===== config.mk =====
export PLATFORM = sky130hd
export DESIGN_NAME = acc_regfile_shadow
export DESIGN_NICKNAME = d
export VERILOG_FILES = /design/src/rtl/acc_regfile_shadow.sv
export SDC_FILE = /design/constraint.sdc
export NUM_CORES = 1
export LEC_CHECK = 0
export BUFFER_PORTS_ARGS = -buffer_cell sky130_fd_sc_hd__buf_2
export CORE_ASPECT_RATIO = 1.4
export CORE_MARGIN = 5
export CORE_UTILIZATION = 45
export DETAILED_ROUTE_END_ITERATION = 8
export SYNTH_ARGS = -nofsm -noshare
export SYNTH_HDL_FRONTEND = slang
export SYNTH_SLANG_ARGS = --single-unit

===== constraint.sdc =====
create_clock -name CLK -period 3.7 [get_ports CLK]
set_clock_uncertainty 0.2 [all_clocks]
set_input_delay 0.185 -clock CLK [delete_from_list [all_inputs] [get_ports CLK]]
set_output_delay 0.185 -clock CLK [all_outputs]
set_load 0.02 [all_outputs]

===== src/rtl/acc_regfile_shadow.sv =====
// Accumulator-centric register file with a shadow bank and a sequential
// save/restore engine used for subroutine context switches.
module acc_regfile_shadow #(
  parameter int unsigned DW      = 8,
  parameter int unsigned RAW     = 4,
  parameter int unsigned ACC_IDX = 14
) (
  input  logic           CLK,
  input  logic           ResetN,
  input  logic [RAW-1:0] ReadAddr,
  input  logic           ReadRegEn,
  output logic [DW-1:0]  ReadDataOut,
  output logic [DW-1:0]  ACCRead,
  input  logic           WriteACCEn,
  input  logic [DW-1:0]  ACCWrite,
  input  logic           WriteRegEn,
  input  logic [RAW-1:0] RegWriteAddr,
  input  logic           SaveReq,
  input  logic           RestoreReq,
  output logic           Busy,
  output logic           Done
);

  localparam int unsigned D = 1 << RAW;
  localparam logic [RAW-1:0] AccAddr  = RAW'(ACC_IDX);
  localparam logic [RAW-1:0] LastAddr = RAW'(D - 1);

  typedef enum logic [1:0] {
    IDLE    = 2'd0,
    SAVE    = 2'd1,
    RESTORE = 2'd2
  } fsmState_e;

  generate
    if (ACC_IDX >= D) begin : gBadAccIdx
      $error("acc_regfile_shadow: ACC_IDX must be below 2**RAW");
    end
  endgenerate

  fsmState_e      state;
  logic [RAW-1:0] copyCnt;
  logic [DW-1:0]  mainRf   [D];
  logic [DW-1:0]  shadowRf [D];
  logic [DW-1:0]  immVal;

  // Immediate is the read pointer zero-extended (or truncated) to DW.
  assign immVal      = DW'(ReadAddr);
  assign ReadDataOut = ReadRegEn ? mainRf[ReadAddr] : immVal;
  assign ACCRead     = mainRf[AccAddr];

  // Register writes, request acceptance and one-entry-per-cycle copies.
  always_ff @(posedge CLK or negedge ResetN) begin
    if (!ResetN) begin
      state   <= IDLE;
      copyCnt <= '0;
      Busy    <= 1'b0;
      Done    <= 1'b0;
      for (int i = 0; i < int'(D); i++) begin
        mainRf[RAW'(i)]   <= '0;
        shadowRf[RAW'(i)] <= '0;
      end
    end else begin
      Done <= 1'b0;
      case (state)
        IDLE: begin
          // Later assignment wins, so ACCWrite beats a copy onto ACC itself.
          if (WriteRegEn) begin
            mainRf[RegWriteAddr] <= mainRf[AccAddr];
          end
          if (WriteACCEn) begin
            mainRf[AccAddr] <= ACCWrite;
          end
          if (SaveReq) begin
            state   <= SAVE;
            copyCnt <= '0;
            Busy    <= 1'b1;
          end else if (RestoreReq) begin
            state   <= RESTORE;
            copyCnt <= '0;
            Busy    <= 1'b1;
          end
        end
        SAVE: begin
          shadowRf[copyCnt] <= mainRf[copyCnt];
          if (copyCnt == LastAddr) begin
            state   <= IDLE;
            copyCnt <= '0;
            Busy    <= 1'b0;
            Done    <= 1'b1;
          end else begin
            copyCnt <= copyCnt + RAW'(1);
          end
        end
        RESTORE: begin
          // ACC is skipped so the subroutine's return value survives.
          if (copyCnt != AccAddr) begin
            mainRf[copyCnt] <= shadowRf[copyCnt];
          end
          if (copyCnt == LastAddr) begin
            state   <= IDLE;
            copyCnt <= '0;
            Busy    <= 1'b0;
            Done    <= 1'b1;
          end else begin
            copyCnt <= copyCnt + RAW'(1);
          end
        end
        default: begin
          state   <= IDLE;
          copyCnt <= '0;
          Busy    <= 1'b0;
        end
      endcase
    end
  end

endmodule


* After elaboration in Yosys (flattened, before gate mapping)
Index checks and enable logic that the tools add are counted.
Widths: inputs -> output; s select.
** Cells by class
- $add $sub $neg :: 1
- Order comparisons :: 5
- Equality and inequality tests :: 9
- Mux-type cells :: 35
- Bitwise logic cells :: 3
- Reduce and logical (&&, ||, !) cells :: 10
** Operator list (count)
- $bwmux 128 :: 3
- $mux 128 :: 2
- $pmux 128 s2 :: 1
- $bmux 8 s4 :: 3
- $mux 8 :: 10
- $demux 8 s4 :: 2
- $ge 5x5->1 const B :: 3
- $not 4->5 :: 3
- $mux 4 :: 3
- $lt 5x1->1 const B :: 2
- $pmux 4 s2 :: 1
- $reduce_and 4->1 :: 2
- $mux 2 :: 3
- $ne 3x3->1 const B :: 2
- $mux 1 :: 5
- $add 4x1->4 const B :: 1
- $eq 4x4->1 const B :: 1
- $ne 2x2->1 const B :: 2
- $ne 4x4->1 const B :: 1
- $pmux 2 s2 :: 1
- $reduce_and 2->1 :: 2
- $reduce_and 3->1 :: 1
- $eq 2x1->1 const B :: 1
- $eq 2x2->1 const B :: 1
- other kinds (6) :: 7
** Word-level totals
- Register bits :: 264
- Input bits :: 23
- Output and inout bits :: 18
- Logic and storage cells :: 99

* Logic depth before layout (Yosys ltp)
Gate-level depths: netlist (run 1).
- Word-level depth :: 9
- Gate-level depth with buffers :: 10
- Mapped depth without buffers :: 6

* Worst setup path after synthesis (run 1)
OpenSTA, ideal clock, no wires.
- Path type :: register -> register
- Start :: register copyCnt[0]
- End :: register mainRf[0] (netlist bit) (enable)
- Library setup time :: 0.370 ns
- Arrival time :: 2.511 ns
- Data required time :: 3.130 ns
- Path slack :: 0.619 ns
- Cell stages (with the launch flop) :: 11
- Path buffers :: 4
- Clock period less this slack :: 3.081 ns
- Cell sequence :: dfrtp_1 -> buf_6 -> buf_8 -> buf_4 -> inv_1 -> ha_1 -> and4_1 -> buf_2 -> nor2_8 -> nand2_1 -> nor2_1
** Between the ends
- Cells in the longest elaborated chain, start to end :: 3
** RTL lines
- start: declaration :: line 41 : logic [RAW-1:0] copyCnt;
- start signal: assignment :: line 91 : copyCnt <= copyCnt + RAW'(1);
- start signal: assignment :: line 105 : copyCnt <= copyCnt + RAW'(1);
- $ne 4x4->1 :: line 96 : if (copyCnt != AccAddr) begin
- $ne 2x2->1 (no source line)
- $reduce_and 4->1 (no source line)
- end signal: indexed assignment :: line 68 : mainRf[RegWriteAddr] <= mainRf[AccAddr];
- end signal: indexed assignment :: line 71 : mainRf[AccAddr] <= ACCWrite;
- end signal: indexed assignment :: line 97 : mainRf[copyCnt] <= shadowRf[copyCnt];
- end: declaration :: line 42 : logic [DW-1:0] mainRf [D];
No other way between the ends.
A chain may end at the register's enable or synchronous reset.

* Final worst setup path (run 1)
- Start :: register copyCnt[0]
- End :: register mainRf[26] (netlist bit) (enable)
The elaborated chain is that of the path after synthesis.

==> results of run 1 <==
-- per-layer routing --
layer | GRT usage (%) | part of all wire (%) | vias up
li1 | - | - | 3737
met5 | 0 | 0.032 | -
met4 | 10.8 | 5.5 | 2
met3 | 3.42 | 5.3 | 98
met2 | 40.9 | 51 | 286
met1 | 28.7 | 38 | 4564
-- state kept, by name, summed over array words and instances (netlist names) --
signal    flops
copyCnt       4
Done          1
mainRf      120
state         2
Busy          1
shadowRf    128
ACCRead       8
-- layout by cell type (no fill, tap or decap), drive strengths merged, types with 11 or more instances in the layout --
cell type    synthesis  layout
dfrtp              136     136
o21ai               37      37
mux2i               19      19
nand2               50      50
and2                16      16
a22o               105     105
nor2b               12      12
mux4               100     100
clkbuf              25      36
nor2                33      33
mux2               130     130
buf                 41      78
dlygate4sd3          0      11
edfxtp             128     128
-- area by class of cell --
class                           count  area share, %
Antenna cell                        1         0.0159
Clock buffer                       36           4.93
Clock inverter                     12          0.725
Inverter                            8          0.191
Multi-Input combinational cell    573           40.8
Sequential cell                   264           46.2
Tap cell                          390           3.11
Timing Repair Buffer               89           4.04
-- how the worst min path moves through the flow --
stage | start | to | slack [ps] | cells past startpoint
after global placement | ResetN | Busy | -30 | 1
after global routing | ResetN | state[0] | 90 | 3
final | ResetN | Busy | 70 | 3
after CTS | ResetN | Busy | 40 | 3
after detailed placement | ResetN | Busy | -20 | 1
after floorplan | ResetN | Busy | -310 | 0
-- power breakdown --
part           internal (mW)  total [mW]  switching [mW]
clock network           1.60        2.76            1.16
registers               3.31        3.47           0.157
logic                  0.919        2.27            1.35
-- metrics by stage --
| step | power (mW) | utilization (%) | hold WS [ps] | setup slack (ps) | cell area (sq um) |
|---|---|---|---|---|---|
| after global placement | 5.76 | 47.6 | -27.0 | 589 | 14700 |
| final | 8.49 | 51.0 | 73.2 | 514 | 15700 |
| after detailed placement | 5.77 | 47.6 | -24.6 | 506 | 14700 |
| after CTS | 8.54 | 51.0 | 42.3 | 510 | 15700 |
| after floorplan | 5.08 | - | -311 | 619 | 14100 |
| after global routing | 8.81 | 51.0 | 92.3 | 358 | 15700 |
-- cells by family (layout without fill, tap and decap cells) --
| group | Yosys count | count (layout) | synth area share, % |
|---|---|---|---|
| flops | 264 | 264 | 51.5 |
| mux | 249 | 249 | 29.0 |
| compound gates | 164 | 164 | 9.42 |
| simple gates | 152 | 152 | 6.40 |
| buf+inv | 74 | 145 | 2.94 |
| fa+ha+maj | 7 | 7 | 0.623 |
| xor+xnor | 1 | 1 | 0.0623 |
| other cells | 0 | 1 | 0 |
-- critical path: stages (launching register included) --
cell and delay, ps:
dfrtp_4 530, inv_1 120, ha_1 280, and4_1 410
nor2_8 380, nand2_1 270, nor2_1 630
-- timing repair --
| item | 4_1_cts | 5_1_grt |
|---|---|---|
| hold buffers | 12 | 0 |
| setup buffers | 0 | 0 |
| endpoints found under the hold margin | 81 | 0 |
| setup endpoints to repair | 0 | 0 |
==> flow_summary.yaml, run 1 <==
status:
  outcome: "complete, no violations"
setup_path:
  crit_path_end: "mainRf[26]"
  crit_required_ps: 3680
  startpoint_type: "flip-flop"
  timing.rr.start: "copyCnt[0]"
  worst-path-max-fanout: 10
  r2r_end: "mainRf[26]"
  r2r_cells: 6
  critPathArrivalTime_ps: 3160
  ff2ff_setup_slack_ps: 510
  crit_start: "copyCnt[0]"
  critPathCaptureType: "flip-flop"
  path_class: "flip-flop to flip-flop"
logic_synthesis:
  ys_seq_area_share_pct: 51.5
  syn-cell-area_sq_um: 14100
  syn_nets: 941
  async_reset_ff_share_pct: 51.5
  synth_largest_area_cell: "edfxtp_1"
  synth_ff_type: "dfrtp_1"
  synth-warning-count: 0
  yosysMostFrequentCell: "dfrtp_1"
  syn_inst: 911
  synth_common_cells: "136 x dfrtp_1, 128 x edfxtp_1, 105 x a22o_1, 93 x mux4_2, 73 x mux2_2"
  syn_area_per_cell_sq_um: 15.4
  synth.top_cells.by_area: "edfxtp_1 27%, dfrtp_1 24%, mux4_2 15%"
  post_synth_num_cell_types: 55
  synth_edf_count: 128
  synth_seq_cells: 264
  synth_top_area_share_pct: 27.3
finish:
  nFillCells: 2624
  multi_input_area_sq_um: 6410
  areaGrowthSynthToFinish_pct: 11.6
  fin_cells: 1373
  final_layout_size_suffix_gt1_share_pct: 36.5
  fin_nets: 992
  regArea_sq_um: 7250
cts:
  ctsHtreeMaxLevel: 1
  numCtsBuffers: 26
  cts_root_buffer: "clkbuf_16"
  clkTransAtPathRegs_ps: 60
  insertion_delay_ps: 550
  cts_buffer_depth: 3
  cts_tree: "yes"
  cts_sinks: 264
  cts_resized: 0
floorplanning:
  core-area_sq_um: 30800
  std_cell_rows: 76
  initial_core_util_pct: 45.7
  dieHeight_microns: 219
  ios: 41
  fp.dieW_microns: 159
  die_area_sq_um: 34900
grt:
  grt_pass1_vias: 9214
  grt_pass1_wl_microns: 61200
  grtUsageTotal_pct: 23.4
  grt_max_degree: 70
  grt-ovfl-total: 0
  grt_antenna_before_repair: 1
timing:
  rsz0062_at_grt: "false"
  fin_crit_ps: 3190
  relSlewSlack_pct: 38.7
  timing.fmax_ghz: 0.314
  slew_violations: 0
  tightest_slew_ps: 919
  hold_violations: 0
  timing.final.crit_share_pct: 86.1
  setup_viol: 0
  tns_ps: 0
drt:
  detail-route-antenna-nets: 0
  dr.pass1.iters: 6
  via_per_inst: 6.33
  wl_per_cell_microns: 29.5
  first_iter_violations: 676
  wl_microns: 40600
  vias: 8687
  drc: 0
place:
  io_buffer_count: 40
  place_inst: 1312
  hpwl_microns: 28200
  gp_congestion: 0.909
pwr:
  ir_drop_v: 0.000453
  p_leak_nw: 6.42
  powerDensity_nw_per_um2: 541
hold_path:
  hp-class: "input pin to async pin"
run:
  cap_violations: 0
Power figures use the tool's default switching activity.
==> inputs of run 2 (changes only) <==
- CTS_BUF_LIST: unset -> sky130_fd_sc_hd__clkbuf_8
- GPL_TIMING_DRIVEN: unset -> 0
- clock period: 3.7 -> 3.74 ns (I/O delays scaled with it)
==> run 2 against run 1 <==
- largest cell class unchanged
- critical path type unchanged
- critical path depth rose by 4
- first-iteration DRC count rose by 42%
- critical endpoint is now mainRf[62]
- routed wire length rose by 5.7%
==> flow_summary.yaml, run 2 (synthesis gave the netlist of run 1 again) <==
floorplanning:
  core-area_sq_um: 30800
  dieHeight_microns: 219
  ios: 41
  die_area_sq_um: 34900
  fp.dieW_microns: 159
  initial_core_util_pct: 45.7
  std_cell_rows: 76
drt:
  drc: 0
  dr.pass1.iters: 5
  vias: 9064
  wl_per_cell_microns: 29.9
  detail-route-antenna-nets: 0
  first_iter_violations: 961
  via_per_inst: 6.33
  wl_microns: 42900
finish:
  nFillCells: 2662
  areaGrowthSynthToFinish_pct: 13.4
  largest-register: "shadowRf"
  diodes: 0
  post-route-util_pct: 51.8
  fin_cells: 1433
  largest_reg_flops: 128
  fin_area_sq_um: 16000
  layout_common_cells: "136 x dfrtp_1, 128 x edfxtp_1, 105 x a22o_1"
  final_layout_size_suffix_gt1_share_pct: 37.0
  fin_nets: 1043
  final_common_cell: "dfrtp_1"
cts:
  cts_sinks: 264
  cts_tree: "yes"
  numCtsBuffers: 43
  clkTransAtPathRegs_ps: 60
  ctsHtreeMaxLevel: 2
  cts_root_buffer: "clkbuf_8"
  insertion_delay_ps: 590
  cts_buffer_depth: 3
timing:
  slew_violations: 0
  hold_violations: 0
  fin_crit_ps: 3570
  relSlewSlack_pct: 23.1
  timing.hold.ws_ps: 31.1
  setup_viol: 0
  timing.fmax_ghz: 0.280
  rsz0062_at_grt: "false"
  tightest_slew_ps: 1140
  timing.final.crit_share_pct: 95.5
setup_path:
  startpoint_type: "flip-flop"
  crit_family: "simple AND/OR/NAND/NOR gates"
  critPathArrivalTime_ps: 3660
  crit_required_ps: 3820
  worst-path-max-fanout: 10
  critPathMaxStageDelay_ps: 640
  ff2ff_setup_slack_ps: 170
  crit_buf_inv: 5
  crit_chain: "buf_6 > buf_8 > buf_4 > inv_1 > ha_1 > nand2_1 > nor2_1 > a21oi_1 > nor2_4 > buf_12"
  path_class: "flip-flop to flip-flop"
  crit_slowest_cell: "nor2_1"
  critPathCaptureType: "flip-flop"
grt:
  grt-ovfl-total: 0
  grt_max_degree: 79
  grtUsageTotal_pct: 24.6
  grt_antenna_before_repair: 0
  grt_pass1_wl_microns: 63600
  grt_pass1_vias: 9520
pwr:
  powerDensity_nw_per_um2: 535
  p_leak_nw: 6.54
  p_total_mw: 8.54
  ir_drop_v: 0.000328
hold_path:
  hp-class: "input pin to async pin"
run:
  cap_violations: 0
place:
  io_buffer_count: 37
  gp_congestion: 0.988
  dpl_cell_area_sq_um: 14800
  hpwl_microns: 31100
  place_inst: 1339
status:
  outcome: "complete, no violations"
run 2: changes by cell type in the layout (fill, tap and decap cells not counted), moves of 3 or more:
cell       before  now
buf_12          1    4
nor2_4          0    7
buf_6           1    7
buf_1           0    3
clkbuf_1        3   25
nor2_1         28   21
buf_2          39   52
buf_4          36   18
clkbuf_8        4   52
clkbuf_16      28    0
inv_1           6   17
nor3_2          4    1
nor3_4          0    3
run 2: through the flow:
step	setup slack, ps	setup TNS (ps)
after floorplan	659	0
after global placement	-1190	-95870
after detailed placement	-429	-19980
after CTS	20.1	0
after global routing	64.6	0
final	168	0
run 2: repair_timing:
action	in CTS	in global routing
endpoints found under the hold margin	89	0
pin swaps	7	0
endpoints found under the setup margin	56	32
gates resized for setup	15	3
hold buffers	11	0
setup buffers	8	0
run 2: path summary, 6_finish.rpt:
check	start	depth (start not counted)	endpoint
max	copyCnt[0]	10	mainRf[62]
min	ResetN	2	Busy
max reg2reg	copyCnt[0]	10	mainRf[62]
min reg2reg	shadowRf[68]	1	shadowRf[68]
max in group asynchronous	ResetN	3	mainRf[110]
min in group CLK	RegWriteAddr[0]	4	mainRf[113]
run 2: where the power goes:
group / switching (mW) / total (mW) / internal [mW]
logic: 1.52 / 2.50 / 0.983
registers: 0.140 / 3.41 / 3.27
clock network: 1.17 / 2.63 / 1.46
total: 2.82 / 8.54 / 5.72
run 2: metal layers:
| metal | global-route usage (%) | routed length [microns] | up-vias |
|---|---|---|---|
| li1 | - | - | 3836 |
| met1 | 30.1 | 16300 | 4738 |
| met2 | 41.8 | 21500 | 379 |
| met3 | 4.04 | 2470 | 111 |
| met4 | 13.7 | 2670 | 0 |
| met5 | 0 | 0 | - |
run 2: cell type report:
class | instances | area (sq um) | area share (%)
inverter | 8 | 30.0 | 0.188
clock buffer | 52 | 716 | 4.49
buffer | 65 | 380 | 2.38
multi-input combinational | 573 | 6480 | 40.6
tap | 390 | 488 | 3.06
clock inverter | 23 | 170 | 1.07
timing repair buffer | 58 | 447 | 2.80
sequential | 264 | 7250 | 45.4
run 2: worst reg2reg max path: stages (launching register included):
cell	delay, ps
dfrtp_1	450
buf_6	210
buf_8	190
buf_4	220
inv_1	160
ha_1	390
nand2_1	310
nor2_1	650
a21oi_1	160
nor2_4	190
buf_12	150
==> inputs of run 3 (changes only) <==
- clock period: 3.74 -> 3.5 ns (I/O delays scaled with it)
==> run 3 against run 2 <==
- fmax is 6.6% higher
- total power is 7.1% higher
- largest power group unchanged
- first-iteration DRC count is 5.6% lower
- core utilization hardly changed
- flip-flop and latch count stayed put
==> flow_summary.yaml, run 3 (synthesis gave the netlist of run 1 again) <==
status:
  outcome: "complete, no violations"
grt:
  grt_pass1_wl_microns: 63700
  grt_max_degree: 79
  grt_util_met1_pct: 30.1
  grt_use_met3_pct: 4.10
  grt-busiest-layer: "met2"
  grt_antenna_before_repair: 0
  use_met2_pct: 42.0
  grtUsageTotal_pct: 24.7
  grt-ovfl-total: 0
  grt_pass1_vias: 9521
finish:
  final_common_cell: "dfrtp_1"
  fin_cells: 1431
  largest-register: "shadowRf"
  fin_nets: 1041
  diodes: 0
  layout_common_cells: "136 x dfrtp_1, 128 x edfxtp_1, 105 x a22o_1"
  areaGrowthSynthToFinish_pct: 13.5
  largest_reg_flops: 128
  nFillCells: 2661
  post-route-util_pct: 51.8
  final_layout_size_suffix_gt1_share_pct: 37.2
timing:
  setup_viol: 0
  relSlewSlack_pct: 13.0
  rsz0062_at_grt: "false"
  hold_violations: 0
  tightest_slew_ps: 1290
  setup_ws_ps: 149
  fin_crit_ps: 3350
  timing.final.crit_share_pct: 95.7
  timing.fmax_ghz: 0.298
  slew_violations: 0
  tns_ps: 0
place:
  gp_congestion: 0.988
  hpwl_microns: 31100
  place_inst: 1339
  io_buffer_count: 37
  pre_cts_ws_ps: -669
cts:
  insertion_delay_ps: 590
  numCtsBuffers: 43
  cts_buffer_depth: 3
  cts_sinks: 264
  clkTransAtPathRegs_ps: 60
  ctsHtreeMaxLevel: 2
  cts_tree: "yes"
  cts_root_buffer: "clkbuf_8"
setup_path:
  critPathCaptureType: "flip-flop"
  critPathArrivalTime_ps: 3620
  crit_required_ps: 3770
  startpoint_type: "flip-flop"
  path_class: "flip-flop to flip-flop"
  worst-path-max-fanout: 19
drt:
  wl_per_cell_microns: 30.0
  dr.pass1.iters: 5
  drc: 0
  via_per_inst: 6.34
  first_iter_violations: 907
  vias: 9079
  detail-route-antenna-nets: 0
  wl_microns: 43000
hold_path:
  hp-class: "input pin to async pin"
pwr:
  powerDensity_nw_per_um2: 573
  p_leak_nw: 6.54
  ir_drop_v: 0.000350
  p_total_mw: 9.14
floorplanning:
  std_cell_rows: 76
  die_area_sq_um: 34900
  dieHeight_microns: 219
  fp.dieW_microns: 159
  initial_core_util_pct: 45.7
  core-area_sq_um: 30800
  ios: 41
run:
  cap_violations: 0
[run 3: changes by cell type in the layout (fill, tap and decap cells not counted)]
cell,before,now
nor2_1,21,18
o21ai_2,2,1
buf_4,18,16
nand2_4,0,1
nor2_2,4,7
o21ai_4,6,7
nand2_2,1,0
[run 3: routing by layer]
metal / share of wire, % / wire length [microns] / vias up
li1: - / - / 3832
met1: 38 / 16300 / 4756
met2: 50 / 21600 / 375
met3: 5.7 / 2460 / 116
met4: 6.2 / 2670 / 0
met5: 0 / 0 / -
[run 3: final timing paths]
kind	startpoint	to	slack [ps]	cells after the start
max	copyCnt[1]	mainRf[82]	150	7
min	ResetN	Busy	10	2
max reg2reg	copyCnt[1]	mainRf[82]	150	7
min reg2reg	shadowRf[67]	shadowRf[67]	290	1
max in group asynchronous	ResetN	shadowRf[102]	2230	3
min in group CLK	RegWriteAddr[0]	mainRf[113]	200	4
[run 3: per-stage QoR]
stage	hold WS (ps)	cell area [sq um]
floorplan	-321	14100
global placement	262	14700
detailed placement	73.6	14800
CTS	44.5	16000
global route	81.1	16000
finish	14.0	16000
[run 3: cell type report]
type	count	area (sq um)	area share [%]
clock buffers	52	716	4.48
multi-input cells	573	6500	40.7
inverters	8	30.0	0.188
repair buffers	57	439	2.75
flip-flops and latches	264	7250	45.4
well taps	390	488	3.06
plain buffers	64	373	2.34
clock inverters	23	170	1.07
[run 3: timing repair]
item                       4_1_cts  5_1_grt
hold endpoints to repair        91        0
setup endpoints to repair      113       66
buffers inserted                 8        0
hold buffers                    11        0
gates resized for setup         21        2
pin swaps                        7        1
[run 3: critical path, cell delays in order (launching register included)]
cell	delay (ps)
dfrtp_1	490
buf_2	610
inv_1	140
ha_1	350
nand2_1	350
nor2_2	190
o21ai_2	500
mux2_2	400
[run 3: power breakdown]
| part | internal (mW) | switching [mW] |
|---|---|---|
| sequential | 3.50 | 0.151 |
| combinational | 1.05 | 1.63 |
| clock | 1.56 | 1.26 |
